`src/rtl/ntt_core_gf64_pmr_reduct.sv`:
```
// Final reduction of a signed pseudo-reduced GF64 product to a canonical residue in [0, MOD_M).
// Latency 2+IN_PIPE cycles; avail and side-band are delayed alongside the data.
// No backpressure: accepts one item every cycle. NTT_CORE_GF64_PMR_REDUCT_CHECK_EN adds sim checks.
module ntt_core_gf64_pmr_reduct #(
    parameter int          MOD_NTT_W = 64,
    parameter int          OP_W      = MOD_NTT_W + 2,
    parameter int unsigned IN_PIPE   = 1,
    parameter int          SIDE_W    = 1,
    parameter logic [1:0]  RST_SIDE  = 2'b00
) (
    input  logic                 clk,
    input  logic                 a_rst_n,
    input  logic [OP_W-1:0]      in_z,
    input  logic                 in_avail,
    input  logic [SIDE_W-1:0]    in_side,
    output logic [MOD_NTT_W-1:0] out_z,
    output logic                 out_avail,
    output logic [SIDE_W-1:0]    out_side
);

    localparam int LATENCY = 2 + IN_PIPE;
    localparam logic [OP_W-1:0] MOD_M_EXT = (OP_W'(1) << MOD_NTT_W)
                                          - (OP_W'(1) << (MOD_NTT_W / 2)) + OP_W'(1);
    localparam logic [MOD_NTT_W-1:0] MOD_M = MOD_M_EXT[MOD_NTT_W-1:0];

    logic [OP_W-1:0]      s0_z;
    logic [OP_W-1:0]      hi_ext;
    logic [OP_W-1:0]      t_d, t_q;
    logic                 t_neg, t_ge;
    logic [MOD_NTT_W-1:0] res_d, res_q;
    logic [LATENCY-1:0]   avail_d, avail_q;
    logic [SIDE_W-1:0]    side_d [LATENCY];
    logic [SIDE_W-1:0]    side_q [LATENCY];

    generate
        if (IN_PIPE != 0) begin : g_in_pipe
            logic [OP_W-1:0] in_z_d, in_z_q;
            always_comb in_z_d = in_z;
            always_ff @(posedge clk) in_z_q <= in_z_d;
            assign s0_z = in_z_q;
        end else begin : g_no_in_pipe
            assign s0_z = in_z;
        end
    endgenerate

    // Fold: 2^W == 2^(W/2) - 1 (mod M), so hi*2^W becomes hi*2^(W/2) - hi.
    always_comb begin
        hi_ext = {{MOD_NTT_W{s0_z[OP_W-1]}}, s0_z[OP_W-1 -: 2]};
        t_d    = {2'b00, s0_z[MOD_NTT_W-1:0]} + (hi_ext << (MOD_NTT_W / 2)) - hi_ext;
    end

    always_ff @(posedge clk) t_q <= t_d;

    // The corrected value always fits in W bits, so the add/sub runs modulo 2^W.
    always_comb begin
        t_neg = t_q[OP_W-1];
        t_ge  = !t_neg && (t_q >= MOD_M_EXT);
        res_d = t_q[MOD_NTT_W-1:0];
        if (t_neg) begin
            res_d = t_q[MOD_NTT_W-1:0] + MOD_M;
        end else if (t_ge) begin
            res_d = t_q[MOD_NTT_W-1:0] - MOD_M;
        end
    end

    always_ff @(posedge clk) res_q <= res_d;

    always_comb avail_d = {avail_q[LATENCY-2:0], in_avail};

    always_ff @(posedge clk or negedge a_rst_n) begin
        if (!a_rst_n) begin
            avail_q <= '0;
        end else begin
            avail_q <= avail_d;
        end
    end

    // With RST_SIDE[1] a side stage only loads alongside a valid item, otherwise it holds.
    always_comb begin
        side_d[0] = (RST_SIDE[1] && !avail_d[0]) ? side_q[0] : in_side;
        for (int i = 1; i < LATENCY; i++) begin
            side_d[i] = (RST_SIDE[1] && !avail_d[i]) ? side_q[i] : side_q[i-1];
        end
    end

    generate
        if (RST_SIDE[0]) begin : g_side_rst
            always_ff @(posedge clk or negedge a_rst_n) begin
                if (!a_rst_n) begin
                    for (int i = 0; i < LATENCY; i++) side_q[i] <= '0;
                end else begin
                    for (int i = 0; i < LATENCY; i++) side_q[i] <= side_d[i];
                end
            end
        end else begin : g_side_norst
            always_ff @(posedge clk) begin
                for (int i = 0; i < LATENCY; i++) side_q[i] <= side_d[i];
            end
        end
    endgenerate

    assign out_z     = res_q;
    assign out_avail = avail_q[LATENCY-1];
    assign out_side  = side_q[LATENCY-1];

`ifdef NTT_CORE_GF64_PMR_REDUCT_CHECK_EN
    always @(posedge clk) begin
        if (a_rst_n && out_avail) begin
            assert (out_z < MOD_M)
                else $error("%0t: out_z %h not below MOD_M", $time, out_z);
        end
        if (a_rst_n && in_avail) begin
            assert (!$isunknown(in_z))
                else $error("%0t: in_z %h carries X/Z while in_avail", $time, in_z);
        end
    end
`else
    // Checks compiled out; the datapath is identical either way.
`endif

endmodule

```
`config.mk`:
```
export PLATFORM = sky130hd
export DESIGN_NAME = ntt_core_gf64_pmr_reduct
export DESIGN_NICKNAME = d
export VERILOG_FILES = /design/src/rtl/ntt_core_gf64_pmr_reduct.sv
export SDC_FILE = /design/constraint.sdc
export NUM_CORES = 1
export LEC_CHECK = 0
export CAP_MARGIN = 20
export CORE_ASPECT_RATIO = 1.75
export CORE_UTILIZATION = 25
export DETAILED_ROUTE_END_ITERATION = 6
export SLEW_MARGIN = 5
export SYNTH_ARGS = -nofsm -noshare
export SYNTH_HDL_FRONTEND = slang
export SYNTH_SLANG_ARGS = --single-unit
```
`constraint.sdc`:
```
create_clock -name clk -period 6.8 [get_ports clk]
set_input_delay 1.02 -clock clk [delete_from_list [all_inputs] [get_ports clk]]
set_output_delay 1.02 -clock clk [all_outputs]
set_load 0.03 [all_outputs]
```
### Yosys cells after proc, flatten, opt, wreduce, memory -nomap -nowiden

Memory sizes are Yosys's and may differ from the RTL's.
Index checks and enable logic that the tools add are counted.

| operators by class | value |
|---|---|
| muxes and demuxes | 2 |
| $add $sub $neg | 4 |
| reductions and logical operators | 2 |
| order comparisons | 1 |

Operators by type and width:

| cell | number |
|---|---|
| two-way mux 64 bit | 2 |
| adder 65 x 34 -> 66 bit | 1 |
| >= comparator 66 x 64 -> 1 bit (second input constant) | 1 |
| subtractor 66 bit | 1 |
| adder 64 bit (second input constant) | 1 |
| subtractor 64 bit (second input constant) | 1 |
| logical AND 1 bit | 1 |
| logical NOT 1 bit | 1 |

| word-level totals | value |
|---|---|
| memory bits (writable) | 3 |
| logic and storage cells | 14 |
| output and inout bits | 66 |
| input bits | 70 |
| memories kept | 1 |
| register bits after elaboration | 199 |

Memories:

| memory | words | width | rd ports | clocked after Yosys merged registers in | write ports | RTL line | source |
|---|---|---|---|---|---|---|---|
| side_q | 3 | 1 | 3 | 0 | 3 | 33 | `logic [SIDE_W-1:0] side_q [LATENCY];` |

### Depth between registers and ports, before layout

| depth | value |
|---|---|
| depth in word-level cells | 4 |
| gate-level depth with buffers | 16 |
| depth with buffers taken out | 15 |

### Worst setup path after synthesis

OpenSTA, ideal clock, no wires.

| timing | value |
|---|---|
| path type | register to register |
| start point | register g_in_pipe.in_z_q[65] |
| end point | register t_q[65] |
| required time | 6.673 ns |
| clock period less this slack | 5.559 ns |
| buffers on the path | 2 |
| path slack | 1.241 ns |
| data arrival time | 5.432 ns |
| setup time | 0.127 ns |
| stages on the path, launching flop included | 17 |
| path through | dfxtp_1 > clkbuf_1 > buf_1 > inv_1 > ha_1 > ha_1 > inv_1 > fa_1 > nand2b_1 > a21o_1 > a31oi_1 > o21ai_0 > o22ai_1 > a221oi_1 > o41ai_1 > nor4b_1 > o21ai_0 |

| between the ends | value |
|---|---|
| cells in the longest elaborated chain, start to end | 2 |

Ends and longest elaborated chain:

| item | RTL line | source |
|---|---|---|
| start, declared | 37 | `logic [OP_W-1:0] in_z_d, in_z_q;` |
| start signal, assigned | 39 | `always_ff @(posedge clk) in_z_q <= in_z_d;` |
| adder 65 x 34 -> 66 bit | 49 | `t_d = {2'b00, s0_z[MOD_NTT_W-1:0]} + (hi_ext << (MOD_NTT_W / 2)) - hi_ext;` |
| subtractor 66 bit * | 49 |  |
| net t_d[65] | 28 | `logic [OP_W-1:0] t_d, t_q;` |
| end signal, assigned | 52 | `always_ff @(posedge clk) t_q <= t_d;` |
| end, declared | 28 |  |

Mark *: on every way through the listed nets, which the timed path passes. The rest lies on a longest branch.

### Worst setup path after layout

Same ends and word-level chain as after synthesis.

==> results.md <==
* Post-CTS Setup Bufs at 0
* Tightest Pin Transition at 0.9797 ns
* Routed Antenna Nets at 0
* Synth-to-Final Area Change at 22.94%
* CTS Root Cell: clkbuf_16
* WP data required at 7.20 ns
* Drc violations at 0
* Largest net degree at the start of global routing at 63
* Post-Place Setup Slack at 2.118 ns
* Synth Net Count at 1536
* Sink Count at 202
* RSZ-0062 raised after global routing: false
* RR Startpoint: g_in_pipe.in_z_q[65]
* Layout fillers at 4822
* # IOs at 136
* Status: completed
* Drt wl/cell at 16.94 microns
* Worst skew pair latency at 0.53 ns
* Avg Inst Size Synth at 9.111 sq um
* Fmax at 0.2142 GHz
* P per Cell Area at 344.3 nW/um^2
* Critical Path End Type: register
* Area share of the largest cell type after synthesis at 33.53%
* Ant diodes at 0
* Setup violators final at 0
* Initial antenna violation count at 0
* Post-DP HPWL at 28360 microns
* Worst Hold Class: register to register
* Post-Syn Area at 11880 sq um
* Clock transition at path regs at 0.07 ns
* Global-route wire length before repair at 53480 microns
* Min Tclk post-route at 4.669 ns
* Final critical-path share of the clock period at 68.67%
* Gp weighted congestion at 0.9163
* Crit path DAT at 5.07 ns
* Std-Cell Rows at 105
* CP startpoint kind: register
* EDFF count, synth at 0
* Post-cts repair resize count at 0
* Setup ws final at 2.131 ns
* Vias in the first global route at 10115
* CTS buffer count at 23
* Avg Vias per Cell at 4.875
* DIE HEIGHT at 290.4 microns
* Netlist cell types at 76
* Hold Crit Start: side_q[0][0]
* Final net count at 1662
* TNS Setup at 0 ns
* Port bufs at 135
* Starting Density at 25.33%
* Final wirelength at 34450 microns
* Final Hold Vio Count at 0
* Total gr overflow at 0
* Max IR drop VDD at 0.1937 mV
* Yosys reg bits at 202
* Slew Limit Fails at 0
* Core area at 46900 sq um
* Yosys top cell by area: dfxtp_1
* Critical setup path kind: register to register
* Die Wd at 166.8 microns
* Worst setup path start: g_in_pipe.in_z_q[65]
* Gr usage total at 14.05%
* Leak at 6.057 nW
* CTS HTree Levels at 1
* Sequential share of the synthesized area at 34.17%
* CTS tree: done
* CP Max Fanout at 37
* Total number of yosys warnings at 0
* Max-cap violations at 0
* DRT iter0 DRCs at 494
* TritonRoute pass-1 iters at 5
* Fin Clk Skew at 0.01349 ns
* Main synth FF type: dfxtp_1
* Async set or reset register ratio after synthesis at 1.485%
* CTS Buffer Depth at 3
* Largest cells by area after synthesis: dfxtp_1, ha_1, xor2_1
* Count leader, synth: dfxtp_1
* Post-CTS Hold Fix Bufs at 0
* Die Footprint at 48430 sq um
* Via count at 9916
* Max-slew headroom at 34.00%
* Commonest cells in the netlist: dfxtp_1, ha_1, a21oi_1
* Post-Synthesis Cells at 1304
* Share of cells above drive strength 1 at 6.708%
[kinds of logic (layout without fill, tap and decap cells)]
group	Yosys count	after routing	share of synthesized area, %
simple gates	410	410	18.11
compound gates	303	303	16.44
flops	202	202	34.17
fa+ha+maj	162	162	17.19
xor+xnor	153	153	11.28
buf+inv	70	212	2.464
mux	4	4	0.3476
[per-stage QoR]
step | total power (W) | std cells | utilization, % | hold slack, ns | instance area, sq um
after floorplan | 0.003025 | 1304 | - | 0.3096 | 11880
after global placement | 0.003788 | 1993 | 29.48 | 0.3134 | 13830
after detailed placement | 0.003789 | 1993 | 29.48 | 0.3143 | 13830
after CTS | 0.005086 | 2034 | 31.14 | 0.3321 | 14610
after global routing | 0.005314 | 2034 | 31.14 | 0.3402 | 14610
final | 0.005028 | 2034 | 31.14 | 0.3281 | 14610
[registers in the layout, indices dropped and copies added (netlist names)]
name and flops:
g_in_pipe.in_z_q 66, t_q 66, out_z 64, avail_q 3, side_q 3
[final cells by class]
cell class | count | area [sq um] | share of cell area, %
clock buffer | 26 | 618.1 | 4.232
clock inverter | 15 | 161.4 | 1.105
inverter | 32 | 120.1 | 0.8224
multi-input combinational | 1032 | 7528 | 51.55
sequential | 202 | 4060 | 27.80
tap | 588 | 735.7 | 5.037
timing repair buffer | 139 | 1381 | 9.458
[path summary, 6_finish.rpt]
check	cells past startpoint	end	slack, ns
max reg2reg	14	t_q[65]	2.13
min in group asynchronous	1	avail_q[1]	0.66
max in group asynchronous	1	avail_q[2]	6.00
min reg2reg	0	side_q[0][1]	0.33
min	0	side_q[0][1]	0.33
max	14	t_q[65]	2.13
[layer usage]
layer | GRT usage, % | vias up | routed length [microns]
li1 | - | 4971 | -
met1 | 13.79 | 4535 | 12780
met2 | 27.49 | 318 | 18270
met3 | 1.498 | 92 | 1284
met4 | 9.101 | 0 | 2111
met5 | 0 | - | 0
[cells in the final DEF (no fill, tap or decap), types with 7 or more instances in the layout]
master and n:
nand2b_1 8, o31ai_1 10, o211ai_1 8, ha_1 160, dfxtp_1 198, o21a_1 8
o21ai_0 55, nor3_1 44, or3_1 8, nand2_1 90, a21oi_1 98, nor4_1 14
or2_2 36, clkbuf_16 24, a21o_1 29, inv_1 31, o41ai_1 7, and2_1 10
o21bai_1 12, nor2_1 74, and3_1 20, clkdlybuf4s50_1 135, nor2b_1 11, nand4_1 31
xnor2_1 73, a31oi_1 24, xor2_1 80, nand3_1 32
[where the power goes]
group | switching [W] | internal [W] | total (W)
Combinational | 0.00111 | 0.000776 | 0.00188
Sequential | 0.000350 | 0.00153 | 0.00188
Clock | 0.000525 | 0.000741 | 0.00127
[worst max-delay path: stages, from the launching register on]
cell	delay (ns)
dfxtp_2	0.32
inv_2	0.49
ha_1	0.22
ha_1	0.20
inv_1	0.07
fa_1	0.39
nand2b_1	0.18
a21o_1	0.19
a31oi_1	0.20
o21ai_0	0.27
o22ai_1	0.36
a221oi_1	0.24
o41ai_1	0.94
nor4b_1	0.33
o21ai_0	0.14
Power figures use the tool's default switching activity.
